--- config.mk ---
export PLATFORM = sky130hd
export DESIGN_NAME = stack_pointer_unit_flat
export DESIGN_NICKNAME = d
export VERILOG_FILES = /design/src/rtl/stack_defs.sv /design/src/rtl/stack_pointer_unit_if.sv /design/src/rtl/ten_bit_decrementer.sv /design/src/rtl/ten_bit_incrementer.sv /design/src/rtl/stack_pointer_unit.sv /design/src/flat_wrapper.sv
export SDC_FILE = /design/constraint.sdc
export NUM_CORES = 1
export LEC_CHECK = 0
export ABC_AREA = 0
export BUFFER_PORTS_ARGS = -buffer_cell sky130_fd_sc_hd__buf_2
export CORE_UTILIZATION = 49
export CTS_CLUSTER_DIAMETER = 150
export DETAILED_ROUTE_END_ITERATION = 16
export PLACE_DENSITY = 0.81
export SYNTH_ARGS = -nofsm -noshare
export SYNTH_HDL_FRONTEND = slang
export SYNTH_SLANG_ARGS = --single-unit
--- constraint.sdc ---
create_clock -name clk -period 2.8 [get_ports clk]
set_input_delay 0.56 -clock clk [delete_from_list [all_inputs] [get_ports clk]]
set_output_delay 0.56 -clock clk [all_outputs]
set_load 0.005 [all_outputs]
--- src/rtl/stack_defs.sv ---
// Shared stack geometry and operation types for the stack pointer, control unit
// and memory address mux.
package stack_defs;

   localparam int unsigned SP_WIDTH = 10;

   typedef logic [SP_WIDTH-1:0] sp_t;

   localparam sp_t SP_TOP    = 10'h3FF;
   localparam sp_t SP_BOTTOM = 10'h000;

   typedef struct packed {
      logic overflow;
      logic underflow;
      logic conflict;
      logic bad_load;
   } sp_err_t;

   typedef enum logic [2:0] {
      OP_HOLD,
      OP_LOAD,
      OP_CONFLICT,
      OP_PUSH,
      OP_POP
   } sp_op_e;

   // Resolve simultaneous requests: load > push&pop > push > pop > hold.
   function automatic sp_op_e decode_op(input logic load, input logic push, input logic pop);
      if (load)             return OP_LOAD;
      else if (push && pop) return OP_CONFLICT;
      else if (push)        return OP_PUSH;
      else if (pop)         return OP_POP;
      else                  return OP_HOLD;
   endfunction

endpackage

--- src/rtl/stack_pointer_unit_if.sv ---
// Request/status bundle between the control unit and the stack pointer unit.
interface stack_pointer_unit_if;
   import stack_defs::*;

   logic push;
   logic pop;
   logic load;
   sp_t  load_value;
   sp_t  sp;
   sp_t  push_addr;
   sp_t  pop_addr;
   logic full;
   logic empty;
   logic overflow_err;
   logic underflow_err;
   logic conflict_err;
   logic range_err;

   modport master (
      output push, pop, load, load_value,
      input  sp, push_addr, pop_addr, full, empty,
      input  overflow_err, underflow_err, conflict_err, range_err
   );

   modport slave (
      input  push, pop, load, load_value,
      output sp, push_addr, pop_addr, full, empty,
      output overflow_err, underflow_err, conflict_err, range_err
   );

endinterface

--- src/rtl/ten_bit_decrementer.sv ---
// 10-bit decrement by one; o flags the borrow out of a == 0.
module ten_bit_decrementer
   import stack_defs::*;
(
   input  sp_t  a,
   output sp_t  s,
   output logic o
);

   assign {o, s} = {1'b0, a} - 11'd1;

endmodule

--- src/rtl/ten_bit_incrementer.sv ---
// 10-bit increment by one; o flags the carry out of a == 10'h3FF.
module ten_bit_incrementer
   import stack_defs::*;
(
   input  sp_t  a,
   output sp_t  s,
   output logic o
);

   assign {o, s} = {1'b0, a} + 11'd1;

endmodule

--- src/rtl/stack_pointer_unit.sv ---
// Registered pointer for the downward-growing hardware stack, with full/empty
// tracking, zero-latency memory addresses and sticky error flags.
module stack_pointer_unit
   import stack_defs::*;
#(
   parameter sp_t TOP    = SP_TOP,
   parameter sp_t BOTTOM = SP_BOTTOM
) (
   input logic clk,
   input logic rst,
   stack_pointer_unit_if.slave bus
);

   sp_t     sp_q, sp_d;
   logic    full_q, full_d;
   sp_err_t err_q, err_d;

   sp_t     dec_s, inc_s;
   logic    dec_o, inc_o;
   logic    at_bottom;
   logic    empty_c;
   logic    load_ok;
   sp_op_e  op;

   logic [SP_WIDTH:0] lo_diff, hi_diff;

   ten_bit_decrementer u_dec (.a(sp_q), .s(dec_s), .o(dec_o));
   ten_bit_incrementer u_inc (.a(sp_q), .s(inc_s), .o(inc_o));

   // Range check via borrow bits so a bound at 0 or 3FF never folds to a constant compare.
   assign lo_diff = {1'b0, bus.load_value} - {1'b0, BOTTOM};
   assign hi_diff = {1'b0, TOP} - {1'b0, bus.load_value};
   assign load_ok = !lo_diff[SP_WIDTH] && !hi_diff[SP_WIDTH];

   assign op        = decode_op(bus.load, bus.push, bus.pop);
   assign at_bottom = (sp_q == BOTTOM);
   assign empty_c   = (sp_q == TOP) && !full_q;

   assign bus.sp            = sp_q;
   assign bus.push_addr     = sp_q;
   assign bus.pop_addr      = full_q ? sp_q : inc_s;
   assign bus.full          = full_q;
   assign bus.empty         = empty_c;
   assign bus.overflow_err  = err_q.overflow;
   assign bus.underflow_err = err_q.underflow;
   assign bus.conflict_err  = err_q.conflict;
   assign bus.range_err     = err_q.bad_load;

   // Next pointer/flag state for the resolved request.
   always_comb begin
      sp_d   = sp_q;
      full_d = full_q;
      err_d  = err_q;
      unique case (op)
         OP_LOAD: begin
            if (load_ok) begin
               sp_d   = bus.load_value;
               full_d = 1'b0;
            end else begin
               err_d.bad_load = 1'b1;
            end
         end
         OP_CONFLICT: err_d.conflict = 1'b1;
         OP_PUSH: begin
            if (full_q)         err_d.overflow = 1'b1;
            else if (at_bottom) full_d = 1'b1;
            else                sp_d = dec_s;
         end
         OP_POP: begin
            if (empty_c)     err_d.underflow = 1'b1;
            else if (full_q) full_d = 1'b0;
            else             sp_d = inc_s;
         end
         default: ;
      endcase
   end

   always_ff @(posedge clk) begin
      if (rst) begin
         sp_q   <= TOP;
         full_q <= 1'b0;
         err_q  <= '0;
      end else begin
         sp_q   <= sp_d;
         full_q <= full_d;
         err_q  <= err_d;
      end
   end

   // The pointer is kept inside [BOTTOM, TOP], so neither unit may carry out on a real step.
   always_ff @(posedge clk) begin
      if (!rst && op == OP_PUSH && !full_q && !at_bottom) assert (!dec_o);
      if (!rst && op == OP_POP && !empty_c && !full_q)    assert (!inc_o);
   end

endmodule

--- src/flat_wrapper.sv ---
// flat-port wrapper written by rule: the top's interface ports become plain ports
module stack_pointer_unit_flat import stack_defs::*;
#(
   parameter sp_t TOP    = SP_TOP,
   parameter sp_t BOTTOM = SP_BOTTOM
)
  (clk, rst, bus_push, bus_pop, bus_load, bus_load_value, bus_sp, bus_push_addr, bus_pop_addr, bus_full, bus_empty, bus_overflow_err, bus_underflow_err, bus_conflict_err, bus_range_err);
  stack_pointer_unit_if bus_i ();
  input logic clk;
  input logic rst;
  input wire logic [$bits(bus_i.push)-1:0] bus_push;
  input wire logic [$bits(bus_i.pop)-1:0] bus_pop;
  input wire logic [$bits(bus_i.load)-1:0] bus_load;
  input wire logic [$bits(bus_i.load_value)-1:0] bus_load_value;
  output wire logic [$bits(bus_i.sp)-1:0] bus_sp;
  output wire logic [$bits(bus_i.push_addr)-1:0] bus_push_addr;
  output wire logic [$bits(bus_i.pop_addr)-1:0] bus_pop_addr;
  output wire logic [$bits(bus_i.full)-1:0] bus_full;
  output wire logic [$bits(bus_i.empty)-1:0] bus_empty;
  output wire logic [$bits(bus_i.overflow_err)-1:0] bus_overflow_err;
  output wire logic [$bits(bus_i.underflow_err)-1:0] bus_underflow_err;
  output wire logic [$bits(bus_i.conflict_err)-1:0] bus_conflict_err;
  output wire logic [$bits(bus_i.range_err)-1:0] bus_range_err;
  assign bus_i.push = bus_push;
  assign bus_i.pop = bus_pop;
  assign bus_i.load = bus_load;
  assign bus_i.load_value = bus_load_value;
  assign bus_sp = bus_i.sp;
  assign bus_push_addr = bus_i.push_addr;
  assign bus_pop_addr = bus_i.pop_addr;
  assign bus_full = bus_i.full;
  assign bus_empty = bus_i.empty;
  assign bus_overflow_err = bus_i.overflow_err;
  assign bus_underflow_err = bus_i.underflow_err;
  assign bus_conflict_err = bus_i.conflict_err;
  assign bus_range_err = bus_i.range_err;
  stack_pointer_unit #(.TOP(TOP), .BOTTOM(BOTTOM)) u_core (.clk(clk), .rst(rst), .bus(bus_i));
endmodule
=== Yosys cells after proc, flatten, opt, wreduce, memory -nomap -nowiden ===
Index checks and enable logic that the tools add are counted.

* Bits in registers: 15
* Input port bits: 15
* Output and inout bits: 36
* Word-level logic and storage cells: 43

* Add/subtract/negate cells: 3
* Eq/ne operators: 9
* Multiplexer cells: 15
* Reductions and logical operators: 10

{| class="wikitable"
|+ Operators with widths
! kind !! count
|-
| two-way mux 10 bit || 5
|-
| case mux 10 bit (3 select lines) || 1
|-
| two-way mux 3 bit || 4
|-
| subtractor 10 x 10 -> 11 bit, first input constant || 1
|-
| adder 10 x 1 -> 10 bit, second input constant || 1
|-
| equality test 10 bit, second input constant || 1
|-
| logical NOT 10 bit || 1
|-
| subtractor 10 x 1 -> 10 bit, second input constant || 1
|-
| inequality test 2 bit, second input constant || 4
|-
| equality test 3 x 2 -> 1 bit, second input constant || 2
|-
| AND reduction 2 bit || 3
|-
| AND reduction 5 bit || 1
|-
| two-way mux 1 bit || 4
|-
| equality test 3 x 1 -> 1 bit, second input constant || 1
|-
| equality test 3 bit, second input constant || 1
|-
| case mux 1 bit (3 select lines) || 1
|-
| AND reduction 3 bit || 1
|-
| nonzero test 3 bit || 1
|-
| logical AND 1 bit || 2
|-
| logical NOT 1 bit || 1
|}

=== Longest topological paths before layout ===
* Depth after elaboration: 7
* Mapped depth: 7
* Mapped depth without buffers: 7

=== Cells and area by module ===
Synthesis repeated with hierarchy kept, for this count alone.

* Cell total of the unflattened synthesis: 154
* Area total of the unflattened synthesis: 1381.3 um^2

{| class="wikitable"
|+ By module, submodules not included
! module !! times used !! cells each !! area an instance (um^2)
|-
| stack_pointer_unit || 1 || 109 || 1036.0
|-
| ten_bit_decrementer || 1 || 24 || 186.4
|-
| ten_bit_incrementer || 1 || 21 || 158.9
|}

=== Worst setup path before layout ===
No wires, ideal clock.

* Path kind: register to register
* Start: register u_core.sp_q[0], in the netlist u_core.bus.push_addr[0]
* End: register u_core.sp_q[8], in the netlist u_core.bus.push_addr[8]
* Setup time: 122 ps
* Arrival time: 1881 ps
* Data required time: 2678 ps
* Slack: 797 ps
* Cell stages (with the launch flop): 8
* Buffers on the path: 0
* Cells stage by stage: dfxtp_1 > inv_1 > ha_1 > or4b_4 > nor4_4 > a2bb2oi_2 > nand3_1 > a221o_1

* Longest elaborated chain between the ends: 4

{| class="wikitable"
|+ RTL lines
! what !! RTL line !! source
|-
| from (decl) || stack_pointer_unit.sv:14 || <nowiki>sp_t sp_q, sp_d;</nowiki>
|-
| from (signal assigned) || stack_pointer_unit.sv:84 || <nowiki>sp_q <= sp_d;</nowiki>
|-
| adder 10 x 1 -> 10 bit (tied with other cells) || ten_bit_incrementer.sv:10 || <nowiki>assign {o, s} = {1'b0, a} + 11'd1;</nowiki>
|-
| two-way mux 10 bit (tied with other cells) || -- ||
|-
| two-way mux 10 bit (tied with other cells) || stack_pointer_unit.sv:70 || <nowiki>if (empty_c) err_d.underflow = 1'b1;</nowiki>
|-
| case mux 10 bit (3 select lines) or AND reduction 5 bit (tied branches) || -- ||
|}

Parallel ways exist; a longest one is shown, timed or not. The select of a mux whose other input is x is not followed.
A chain may end at the register's enable or synchronous reset.

=== Final worst setup path ===
* Start: register u_core.sp_q[0], in the netlist u_core.bus.push_addr[0]
* End: output bus_pop_addr[8]

* Longest elaborated chain between the ends: 2

{| class="wikitable"
|+ RTL lines
! what !! RTL line !! source
|-
| adder 10 x 1 -> 10 bit || ten_bit_incrementer.sv:10 ||
|-
| two-way mux 10 bit || stack_pointer_unit.sv:41 || <nowiki>assign bus.pop_addr = full_q ? sp_q : inc_s;</nowiki>
|-
| to (decl) || flat_wrapper.sv:17 || <nowiki>output wire logic [$bits(bus_i.pop_addr)-1:0] bus_pop_addr;</nowiki>
|}

No other way between the ends.

==> flow_summary_export.csv <==
group,metric,value,unit
synth,synth_area,1319,sq um
setup_path,path_delay_family,"simple AND/OR/NAND/NOR gates",
sta,timing.fmax,0.3876,GHz
grt,overflow,0,
clock_network,clock_sinks,14,
placed_design,numPortBuffers,49,
synth,syn_avg_cell_area,7.993,sq um
cells_and_area,layout_common_cells,"buf_2 (49), nor2_1 (18), dfxtp_1 (14), o21ai_0 (11), nand2_1 (10)",
worst_hold_path,hold_class,"reg -> reg",
run_status,status,"completed",
clock_network,cts_root_buf,"clkbuf_4",
clock_network,clock_path_buffers,2,
synth,async_flop_share,0,
sta,period_minus_slack,2.580,ns
routing,ant_nets,0,
routing,drc,0,
cells_and_area,postLayoutCoreUtil,0.6026,
sta,holdWs,0.4779,ns
synth,syn_nets,182,
clock_network,clk-insertion-delay-late,0.29,ns
cells_and_area,fin_nets,217,
clock_network,cts_tree,"built",
placed_design,dp.cells,225,
routing,drt_iter0_markers,53,
routing,wl_per_cell,15.57,um
synth,synth-edff-count,0,
routing,wirelength,3566,um
routing,avgViaCountPerCell,6.118,
clock_network,path_clk_slew,0.10,ns
grt,grt_first_pass_wirelength,5816,um
worst_hold_path,worstHoldStart,"u_core.bus.underflow_err",
cells_and_area,syn_to_final_growth,14.23,%
placed_design,hpwlAfterDp,2608,um
routing,drt_pass1_iterations,4,
setup_path,critPathRequiredTime,2.24,ns
placed_design,pre_cts_slack,0.5077,ns
setup_path,crit_path_end_kind,"output port",
floorplan,rows,18,
power,leakage,0.0006344,uW
sta,hold_viol,0,
clock_network,hold_buffers,0,
routing,vias,1401,
synth,netlist_instances,165,
floorplan,start_util,0.5275,
floorplan,fp.dieH,53.88,um
setup_path,crit_path_start_kind,"flop",
setup_path,r2r_end,"u_core.bus.push_addr[3]",
grt,grt_usage,0.2779,
cells_and_area,layout_commonest_cell,"buf_2",
setup_path,path_cells,"ha_1, nor2b_1, nand4_1, xnor2_1, buf_2",
floorplan,dieArea,2903,sq um
cells_and_area,fin_cells,229,
sta,rsz0062_at_grt,"no",
grt,antenna_found_initial,0,
synth,ys_ff_latch,14,
cells_and_area,drive_above_1_share,0.3568,
power,vdd_drop_max,0.3094,mV
sta,fin_setup_tns,0,ns
setup_path,cp_num_buf_inv,1,
synth,synth_flop_cell,"dfxtp_1",
clock_network,cts_resized,0,
sta,period_share,0.9213,
floorplan,chipWidth,53.88,um
clock_network,cts_setup_buffers,0,
cells_and_area,diodes,0,
sta,clock_skew,0.01210,ns
setup_path,crit_type,"reg -> out",
setup_path,critical-path-max-stage-delay,0.56,ns
floorplan,coreArea,2500,sq um
setup_path,crit_arrival,2.02,ns
synth,seq_area_frac_synth,0.2125,
grt,grt_pass1_vias,1220,
grt,grt_max_degree,15,
setup_path,r2r_start,"u_core.bus.push_addr[0]",
sta,slew_headroom,0.5475,
worst_hold_path,whs_path_depth,2,
setup_path,cp_slowest_cell,"dfxtp_1",
sta,fin_ws,0.2203,ns
setup_path,ff2ff_setup_slack,0.40,ns
sta,slew_violations,0,
flow_run,cap_violations,0,
floorplan,io_pins,51,
clock_network,cts_inserted_buffers,3,
sta,setup_violations,0,
worst_hold_path,worstHoldEndpoint,"u_core.bus.underflow_err",
power,power.density,435.9,nW/um^2
setup_path,critPathMaxFanout,10,
synth,ys_types,56,
clock_network,htreeDepth,1,
setup_path,r2r_cells,7,
sta,worstMarginPinSlew,0.6763,ns
synth,synth_warnings,0,
placed_design,place_congestion,0.9591,
## sequential cells by signal, summed over array words and instances (netlist names)
register,flops
u_core.bus.conflict_err,1
u_core.bus.full,1
u_core.bus.overflow_err,1
u_core.bus.push_addr,10
u_core.bus.underflow_err,1
## report_power, final
| group | total, uW | internal [uW] | switching [uW] |
|---|---|---|---|
| Combinational | 240 | 118 | 123 |
| Sequential | 261 | 215 | 46.5 |
| Clock | 155 | 79.2 | 75.7 |
| Total | 657 | 412 | 245 |
## cell usage after synthesis, types with 3 or more instances
| cell type | instances | area, sq um |
|---|---|---|
| nand3_1 | 3 | 15.01 |
| buf_4 | 14 | 105.1 |
| nor2_1 | 18 | 67.56 |
| xor2_1 | 4 | 35.03 |
| o211ai_1 | 4 | 30.03 |
| buf_2 | 3 | 15.01 |
| a221o_1 | 4 | 40.04 |
| nor3_1 | 5 | 25.02 |
| o21ai_0 | 11 | 55.05 |
| xnor2_1 | 4 | 35.03 |
| a21oi_1 | 7 | 35.03 |
| inv_1 | 4 | 15.01 |
| o31ai_1 | 3 | 22.52 |
| dfxtp_1 | 14 | 280.3 |
| nand2_1 | 10 | 37.54 |
| clkbuf_1 | 3 | 11.26 |
## worst register-to-register path, cell delays in order, from the launching register on
cell and delay [ns]:
dfxtp_1 0.56, inv_1 0.09, ha_1 0.25, or4b_4 0.26
nor3_2 0.05, o21ai_0 0.41, nand2_1 0.33, o311ai_1 0.35
## how the worst max path moves through the flow
stage | end | cells past startpoint | from
detailed placement | u_core.bus.push_addr[9] | 6 | bus_push
floorplan | u_core.bus.push_addr[8] | 7 | u_core.bus.push_addr[0]
CTS | bus_pop_addr[8] | 5 | u_core.bus.push_addr[0]
finish | bus_pop_addr[8] | 5 | u_core.bus.push_addr[0]
global placement | bus_pop_addr[9] | 4 | u_core.bus.push_addr[2]
global route | bus_pop_addr[8] | 5 | u_core.bus.push_addr[0]
## layout make-up
type	count	area (sq um)
Fill cell	247	993.5
Multi-Input combinational cell	125	869.6
Sequential cell	14	280.3
Timing Repair Buffer	52	267.8
Tap cell	30	37.54
Clock buffer	4	36.28
Inverter	4	15.01
## metrics by stage
step           power (uW)  instance area (sq um)
6_report            656.6                   1506
2_1_floorplan       429.7                   1319
3_3_place_gp        501.9                   1470
3_5_place_dp        504.4                   1470
4_1_cts             654.4                   1506
5_1_grt             703.2                   1506
## cells by family after synthesis
| family | share of synthesized area |
|---|---|
| AND/OR/NAND/NOR | 0.2894 |
| AO/OA/AOI/OAI | 0.2789 |
| buffers and inverters | 0.1281 |
| flip-flops | 0.2125 |
| XOR/XNOR | 0.05313 |
| adder cells (fa/ha/maj) | 0.01897 |
| multiplexers | 0.01613 |
| other | 0.002844 |
## per-layer routing
metal  vias up  routed length [um]  global-route usage
met1       642                1570              0.3761
li1        678                   -                   -
met4         0                  78              0.1096
met2        72                1607              0.4280
met5         -                   0                   0
met3         9                 310             0.05367
Power figures use the tool's default switching activity.
